==> config.mk <==
export PLATFORM = sky130hd
export DESIGN_NAME = mult_booth4
export DESIGN_NICKNAME = d
export VERILOG_FILES = /design/src/rtl/mult_booth4.sv
export SDC_FILE = /design/constraint.sdc
export NUM_CORES = 1
export LEC_CHECK = 0
export CAP_MARGIN = 25
export CORE_ASPECT_RATIO = 1.5
export CORE_UTILIZATION = 55
export CTS_BUF_LIST = sky130_fd_sc_hd__clkbuf_4 sky130_fd_sc_hd__clkbuf_8
export DETAILED_ROUTE_END_ITERATION = 8
export DONT_BUFFER_PORTS = 1
export PLACE_DENSITY = 0.7
export SLEW_MARGIN = 0
export SYNTH_ARGS = -nofsm -noshare
export SYNTH_HDL_FRONTEND = slang
export SYNTH_SLANG_ARGS = --single-unit
==> constraint.sdc <==
create_clock -name clk -period 4.85 [get_ports clk]
set_input_delay 0.485 -clock clk [delete_from_list [all_inputs] [get_ports clk]]
set_output_delay 0.485 -clock clk [all_outputs]
set_load 0.02 [all_outputs]
==> src/rtl/mult_booth4.sv <==
// Sequential signed WIDTH x WIDTH radix-4 Booth multiplier, WIDTH/2 cycles.
// Optional feature macro: MULT_OVF_EN (registers a signed-WIDTH overflow flag).
module mult_booth4 #(
    parameter int WIDTH = 32
) (
    input  logic               clk,
    input  logic               reset,
    input  logic               start,
    input  logic [WIDTH-1:0]   multiplicand,
    input  logic [WIDTH-1:0]   multiplier,
    output logic [2*WIDTH-1:0] out,
    output logic               result_rdy,
    output logic               busy,
    output logic               overflow
);

    localparam int ITER = WIDTH / 2;
    localparam int CW   = (ITER > 1) ? $clog2(ITER) : 1;
    localparam int PW   = 2 * WIDTH + 3;

    typedef enum logic [1:0] {IDLE, RUN, DONE} state_t;

    state_t           state, state_nxt;
    logic [CW-1:0]    counter;
    logic [WIDTH-1:0] a_reg;
    logic [PW-1:0]    p, p_nxt;
    logic [WIDTH+1:0] a_ext, addend, sum;
    logic             cin, last, load;

    assign a_ext = {{2{a_reg[WIDTH-1]}}, a_reg};
    assign last  = (counter == CW'(ITER - 1));
    assign load  = start && (state == IDLE || state == DONE);

    always_comb begin
        addend = '0;
        cin    = 1'b0;
        unique case (p[2:0])
            3'b001, 3'b010: addend = a_ext;
            3'b011:         addend = a_ext << 1;
            3'b100: begin
                addend = ~(a_ext << 1);
                cin    = 1'b1;
            end
            3'b101, 3'b110: begin
                addend = ~a_ext;
                cin    = 1'b1;
            end
            default: ;
        endcase
    end

    // Accumulator field carries two guard bits so 2A of the most-negative A fits
    assign sum   = p[PW-1:WIDTH+1] + addend + {{(WIDTH+1){1'b0}}, cin};
    assign p_nxt = $signed({sum, p[WIDTH:0]}) >>> 2;

    always_comb begin
        state_nxt = state;
        unique case (state)
            IDLE:    if (start) state_nxt = RUN;
            RUN:     if (last) state_nxt = DONE;
            DONE:    state_nxt = start ? RUN : IDLE;
            default: state_nxt = IDLE;
        endcase
    end

    always_ff @(posedge clk) begin
        if (reset) begin
            state   <= IDLE;
            counter <= '0;
            a_reg   <= '0;
            p       <= '0;
            out     <= '0;
        end else begin
            state <= state_nxt;
            if (load) begin
                a_reg   <= multiplicand;
                p       <= {{(WIDTH+2){1'b0}}, multiplier, 1'b0};
                counter <= '0;
            end else if (state == RUN) begin
                p       <= p_nxt;
                counter <= counter + CW'(1);
                if (last) out <= p_nxt[2*WIDTH:1];
            end
        end
    end

    assign result_rdy = (state == DONE);
    assign busy       = (state != IDLE);

`ifdef MULT_OVF_EN
    logic [WIDTH:0] top;
    logic           ovf_q;

    assign top = p_nxt[2*WIDTH:WIDTH];

    always_ff @(posedge clk) begin
        if (reset) begin
            ovf_q <= 1'b0;
        end else if (state == RUN && last && !load) begin
            ovf_q <= !((&top) || (~|top));
        end
    end

    assign overflow = ovf_q;
`else
    assign overflow = 1'b0;
`endif

endmodule

# ---- Word level (Yosys, flattened, before mapping)
# Index checks and enable logic that the tools add are counted.
dict set report op_classes {
  n_addsub 3
  n_eq_ne 11
  muxes 8
  bitwise 3
  reduce_logical 11
}
# op count
set op_table {}
lappend op_table {{$pmux 34 s4} 1}
lappend op_table {{$not 34->34} 2}
lappend op_table {{$mux 33} 2}
lappend op_table {{$add 34x1->34} 1}
lappend op_table {{$add 34x34->34} 1}
lappend op_table {{$eq 3x3->1 const B} 3}
lappend op_table {{$eq 3x2->1 const B} 2}
lappend op_table {{$pmux 2 s3} 1}
lappend op_table {{$reduce_or 2->1} 3}
lappend op_table {{$add 4x1->4 const B} 1}
lappend op_table {{$eq 4x4->1 const B} 1}
lappend op_table {{$mux 2} 2}
lappend op_table {{$ne 2x2->1 const B} 2}
lappend op_table {{$reduce_bool 2->1} 2}
lappend op_table {{$eq 3x1->1 const B} 1}
lappend op_table {{$reduce_and 3->1} 1}
lappend op_table {{$reduce_or 3->1} 1}
lappend op_table {{$eq 2x1->1 const B} 1}
lappend op_table {{$eq 2x2->1 const B} 1}
lappend op_table {{$logic_not 2->1} 1}
lappend op_table {{$mux 1} 2}
lappend op_table {{$reduce_and 2->1} 1}
lappend op_table {{$logic_and 1x1->1} 1}
lappend op_table {{$logic_or 1x1->1} 1}
lappend op_table {{$not 1->1} 1}
dict set report word_totals {
  register_bits 167
  in_bits 67
  output_inout_bits 67
  wordCells 42
}

# ---- Logic depth before layout (Yosys ltp)
dict set report logic_depth {
  ltp_word 7
  depth_mapped 15
}

# ---- Least setup slack after synthesis
# Ideal clock, no wire load.
dict set report synth_timing {
  kind {register to register}
  startpoint {register p[2]}
  endpoint {register p[61]}
  setup_time_ns 0.062
  t_arrival_ns 3.548
  t_required_ns 4.788
  slack_ns 1.240
  path_stages_with_launch 16
  path_buffers 2
  period_less_slack_ns 3.610
  path_cell_list {dfxtp_1 clkbuf_1 clkbuf_1 o21ai_0 a21oi_1 fa_1 inv_1 fa_1 nor2b_2 o2111ai_2 a31oi_1 nor3b_2 o31ai_4 a31oi_1 or4_1 nand3_1}
}
dict set report synth_between {
  elab_chain_len 5
  word_cells_on_any_way 13
  classes_between {2 x add/sub; 6 x eq/ne; 2 x mux; 3 x reduce/logical}
}
# item line_no
set synth_rtl {}
lappend synth_rtl {{start: declaration} 26} ;# logic [PW-1:0] p, p_nxt;
lappend synth_rtl {{start signal: assignment} 77} ;# p <= {{(WIDTH+2){1'b0}}, multiplier, 1'b0};
lappend synth_rtl {{start signal: assignment} 80} ;# p <= p_nxt;
lappend synth_rtl {{$eq 3x3->1, or another cell as far along} 37} ;# unique case (p[2:0])
lappend synth_rtl {{$reduce_or 2->1} 37}
lappend synth_rtl {{$pmux 34 s4} 37}
lappend synth_rtl {{$add 34x34->34} 53} ;# assign sum = p[PW-1:WIDTH+1] + addend + {{(WIDTH+1){1'b0}}, cin};
lappend synth_rtl {{$add 34x1->34 *} 53}
# Mark *: on every way between the ends. The rest lies on a longest branch, timed or not.
# A chain may end at the register's enable or synchronous reset.

# ---- Final worst setup path
dict set report layout_timing {
  startpoint {register p[2]}
  endpoint {register out[60]}
}
dict set report layout_between {
  elab_chain_len 5
  word_cells_on_any_way 13
  classes_between {2 x add/sub; 6 x eq/ne; 2 x mux; 3 x reduce/logical}
}
# item line_no
set layout_rtl {}
lappend layout_rtl {{$eq 3x3->1, or another cell as far along} 37}
lappend layout_rtl {{$reduce_or 2->1} 37}
lappend layout_rtl {{$pmux 34 s4} 37}
lappend layout_rtl {{$add 34x34->34} 53}
lappend layout_rtl {{$add 34x1->34 *} 53}
lappend layout_rtl {{end signal: assignment} 82} ;# if (last) out <= p_nxt[2*WIDTH:1];
lappend layout_rtl {{end: declaration} 11} ;# output logic [2*WIDTH-1:0] out,
# Marks and branches as above.

==> summary.txt <==
STA
  • Min Tclk post-route: 3.82 ns
  • Final hold vios: 0
  • Final cycle utilization of the critical path: 0.787
  • Final setup viols: 0
  • Fin Setup TNS: 0 ns
  • Unrepaired setup endpoints after global routing: false
  • Final Max Slew Viols: 0
  • Clk_skew: 0.0210 ns
  • Slew margin rel.: 0.332
  • F_max: 262 MHz
  • Worst-Margin Slew: 1.00 ns

Cells and area
  • Fillers: 1,505
  • Layout cell share with drive strength beyond 1: 0.0649
  • Post-layout util: 0.590
  • # diodes: 0
  • Net count reported at finish: 1,168
  • Number of flip-flops under the largest register name: 65
  • Area growth syn-to-layout: 5.18%

Drt
  • DRC errors left: 0
  • DR vias: 7,744
  • Routed WL: 22,900 um
  • Vias per inst: 6.04
  • 1st-iter DRT viols: 422
  • DR WL/cell: 17.8 um
  • Pre-Repair DR Iteration Count: 5
  • DRT antenna net count: 0

Placement
  • Global placement routability congestion: 0.925
  • Port bufs: 0
  • HPWL after DPL: 15,400 um

Synthesis
  • Mapped Avg Cell Area: 7.78 um^2
  • Cells after synthesis: 1,122
  • Netlist cell types: 65
  • Post-synth EDFFs: 0
  • Syn nets: 1,224
  • Yosys Warn Count: 0
  • Sequential area share after synthesis: 0.383
  • Largest area contributor in the netlist: dfxtp_1
  • Synth top area share: 0.383
  • Post-synth ARST share: 0
  • Mapped Area: 8720 um^2
  • Synth Flop Type: dfxtp_1
  • Synthesis-stage register bit count: 167
  • Synth area leaders: dfxtp_1 38%, nand2_1 11%, a21oi_1 9.9%, a22oi_1 5.3%, ha_1 4.7%

Global routing
  • GR peak layer: met2
  • Largest net degree at the start of global routing: 147
  • Initial antenna violation count: 0
  • Grt met3 use: 0.0654
  • Global-route wire length before repair: 37,600 um
  • Met2 usage: 0.499
  • Grt met1 use: 0.332
  • Total gr overflow: 0
  • Vias in the first global route: 7,527
  • Gr usage total: 0.286

Clocking
  • CTS Hold Buffers Added: 0
  • CTS max path bufs: 2
  • TritonCTS clock tree: yes
  • Clock slew at reported path FFs: 0.09 ns
  • CTS Buf Count: 17
  • Clock sink total: 167
  • Post-CTS setup buffer count: 0
  • Cts repair resizes: 0
  • Root Driver: clkbuf_8
  • Worst-Skew Late Latency: 0.47 ns
  • H-tree depth: 4

Floorplanning
  • I/O pin count: 134
  • Chip Height: 156 um
  • Core Area: 15,600 um^2
  • DIE AREA: 16,400 um^2
  • Starting Density: 0.561
  • Die Wd: 105 um
  • Rows: 56

Power and ir drop
  • Sw Ratio: 0.301
  • IR drop worst, VDD: 0.216 mV
  • Pwr Density: 311 nW/um^2
  • P_sw: 861 uW
  • Leakage power: 3.55 nW
  • Internal power: 1.99 mW
  • Reg power frac: 0.511
  • Clock share of power: 0.357
  • Combinational Power Share: 0.131

Outcome
  • Status: complete, no violations

Worst hold path
  • Hold WC Path Type: in2reg

Run
  • Max-cap check violation count: 0

Critical path
  • CP endpoint kind: flop
  • Critical Path Source Type: flop
  • WP data required: 5.25 ns
  • Worst-path fanout max: 37
  • CP arrival: 4.22 ns
  • Setup CP Type: reg2reg
cell usage after synthesis, drive strengths merged, types with 6 or more instances:
| cell type | number |
|---|---|
| nand2 | 258 |
| a21oi | 174 |
| dfxtp | 167 |
| clkbuf | 72 |
| a22oi | 62 |
| o21ai | 47 |
| xor2 | 40 |
| nor2 | 34 |
| ha | 33 |
| nand3 | 28 |
| a21o | 20 |
| xnor2 | 16 |
| buf | 15 |
| inv | 12 |
| nand3b | 11 |
| nor3 | 9 |
| or4 | 9 |
| nand2b | 8 |
| nand4 | 8 |
| nor2b | 8 |
| and3 | 7 |
| a211oi | 6 |
| a31oi | 6 |
| o21a | 6 |
per-layer routing:
layer | part of all wire | vias up
met1 | 0.42 | 3654
met5 | 0 | -
li1 | - | 3828
met4 | 0.032 | 0
met3 | 0.055 | 46
met2 | 0.50 | 216
critical path: stages (launching register included):
cell and delay, ns:
dfxtp_2 0.34, buf_4 0.46, o21ai_0 0.20, a21oi_1 0.19
fa_1 0.23, inv_1 0.06, fa_1 0.41, nor2b_2 0.16
o2111ai_2 0.17, a31oi_1 0.30, nor3b_2 0.14, o31ai_4 0.37
a31oi_1 0.19, or4_1 0.42, nand3_1 0.08
cell families (layout without fill, tap and decap cells):
group / Yosys count / count (layout) / synth area share
adders and majority gates: 35 / 35 / 0.0519
muxes: 2 / 2 / 0.00244
buffers and inverters: 99 / 56 / 0.0435
AOI/OAI and AO/OA: 358 / 358 / 0.253
other: 1 / 1 / 0.000430
xor gates and xnor gates: 56 / 56 / 0.0562
and+or+nand+nor: 404 / 404 / 0.209
DFF: 167 / 167 / 0.383
cell usage in the layout, fill, tap and decap left out, types with 3 or more instances in the layout:
cell type / count
a22oi_1: 62
a21oi_1: 172
ha_1: 33
or2_2: 4
o21a_1: 6
o211ai_1: 4
xnor2_1: 16
and3_1: 7
a31oi_1: 6
nor2b_1: 5
a211o_1: 4
nor2_1: 32
nand3_1: 28
inv_8: 3
o2111ai_1: 3
xor2_1: 39
o21ai_0: 47
inv_6: 4
nand4_1: 8
inv_1: 12
nor3_1: 9
o31ai_1: 3
nand4b_1: 5
o21bai_1: 3
buf_4: 10
or4_1: 9
clkbuf_8: 18
a211oi_1: 6
nand2b_1: 7
nand2_1: 258
a221oi_1: 3
dfxtp_1: 166
nand3b_1: 11
a21o_1: 20
path summary, 6_finish.rpt:
kind	from	end	slack, ns	depth (start not counted)
hold reg to reg	p[56]	p[56]	0.47	2
hold / removal	reset	out[54]	0.09	1
setup / recovery	p[2]	out[60]	1.03	14
setup reg to reg	p[2]	out[60]	1.03	14
power groups by stage:
stage / clock, mW / combinational, mW / sequential (mW)
after CTS: 1.04 / 0.376 / 1.46
after detailed placement: 0 / 0.374 / 1.49
after global routing: 1.10 / 0.416 / 1.47
final: 1.02 / 0.375 / 1.46
after floorplan: 0 / 0.303 / 1.48
after global placement: 0 / 0.369 / 1.49
cell type report:
cell class                      instances  area (um^2)  area share
Clock inverter                         12          131      0.0143
Tap cell                              203          254      0.0277
Clock buffer                           20          263      0.0286
Multi-Input combinational cell        856         5040       0.549
Timing Repair Buffer                   12          101      0.0110
Inverter                               12         45.0     0.00491
Sequential cell                       167         3340       0.364
per-stage QoR:
stage	power, mW	setup slack (ns)	instances	hold slack (ns)	cell area, um^2
after CTS	2.87	1.02	1282	0.0616	9180
after detailed placement	1.86	1.07	1250	0.454	8780
after global routing	2.98	0.721	1282	0.0587	9180
final	2.85	1.03	1282	0.0926	9180
after global placement	1.86	0.795	1248	0.445	8760
after floorplan	1.78	1.24	1122	0.434	8720
Power figures use the tool's default switching activity.
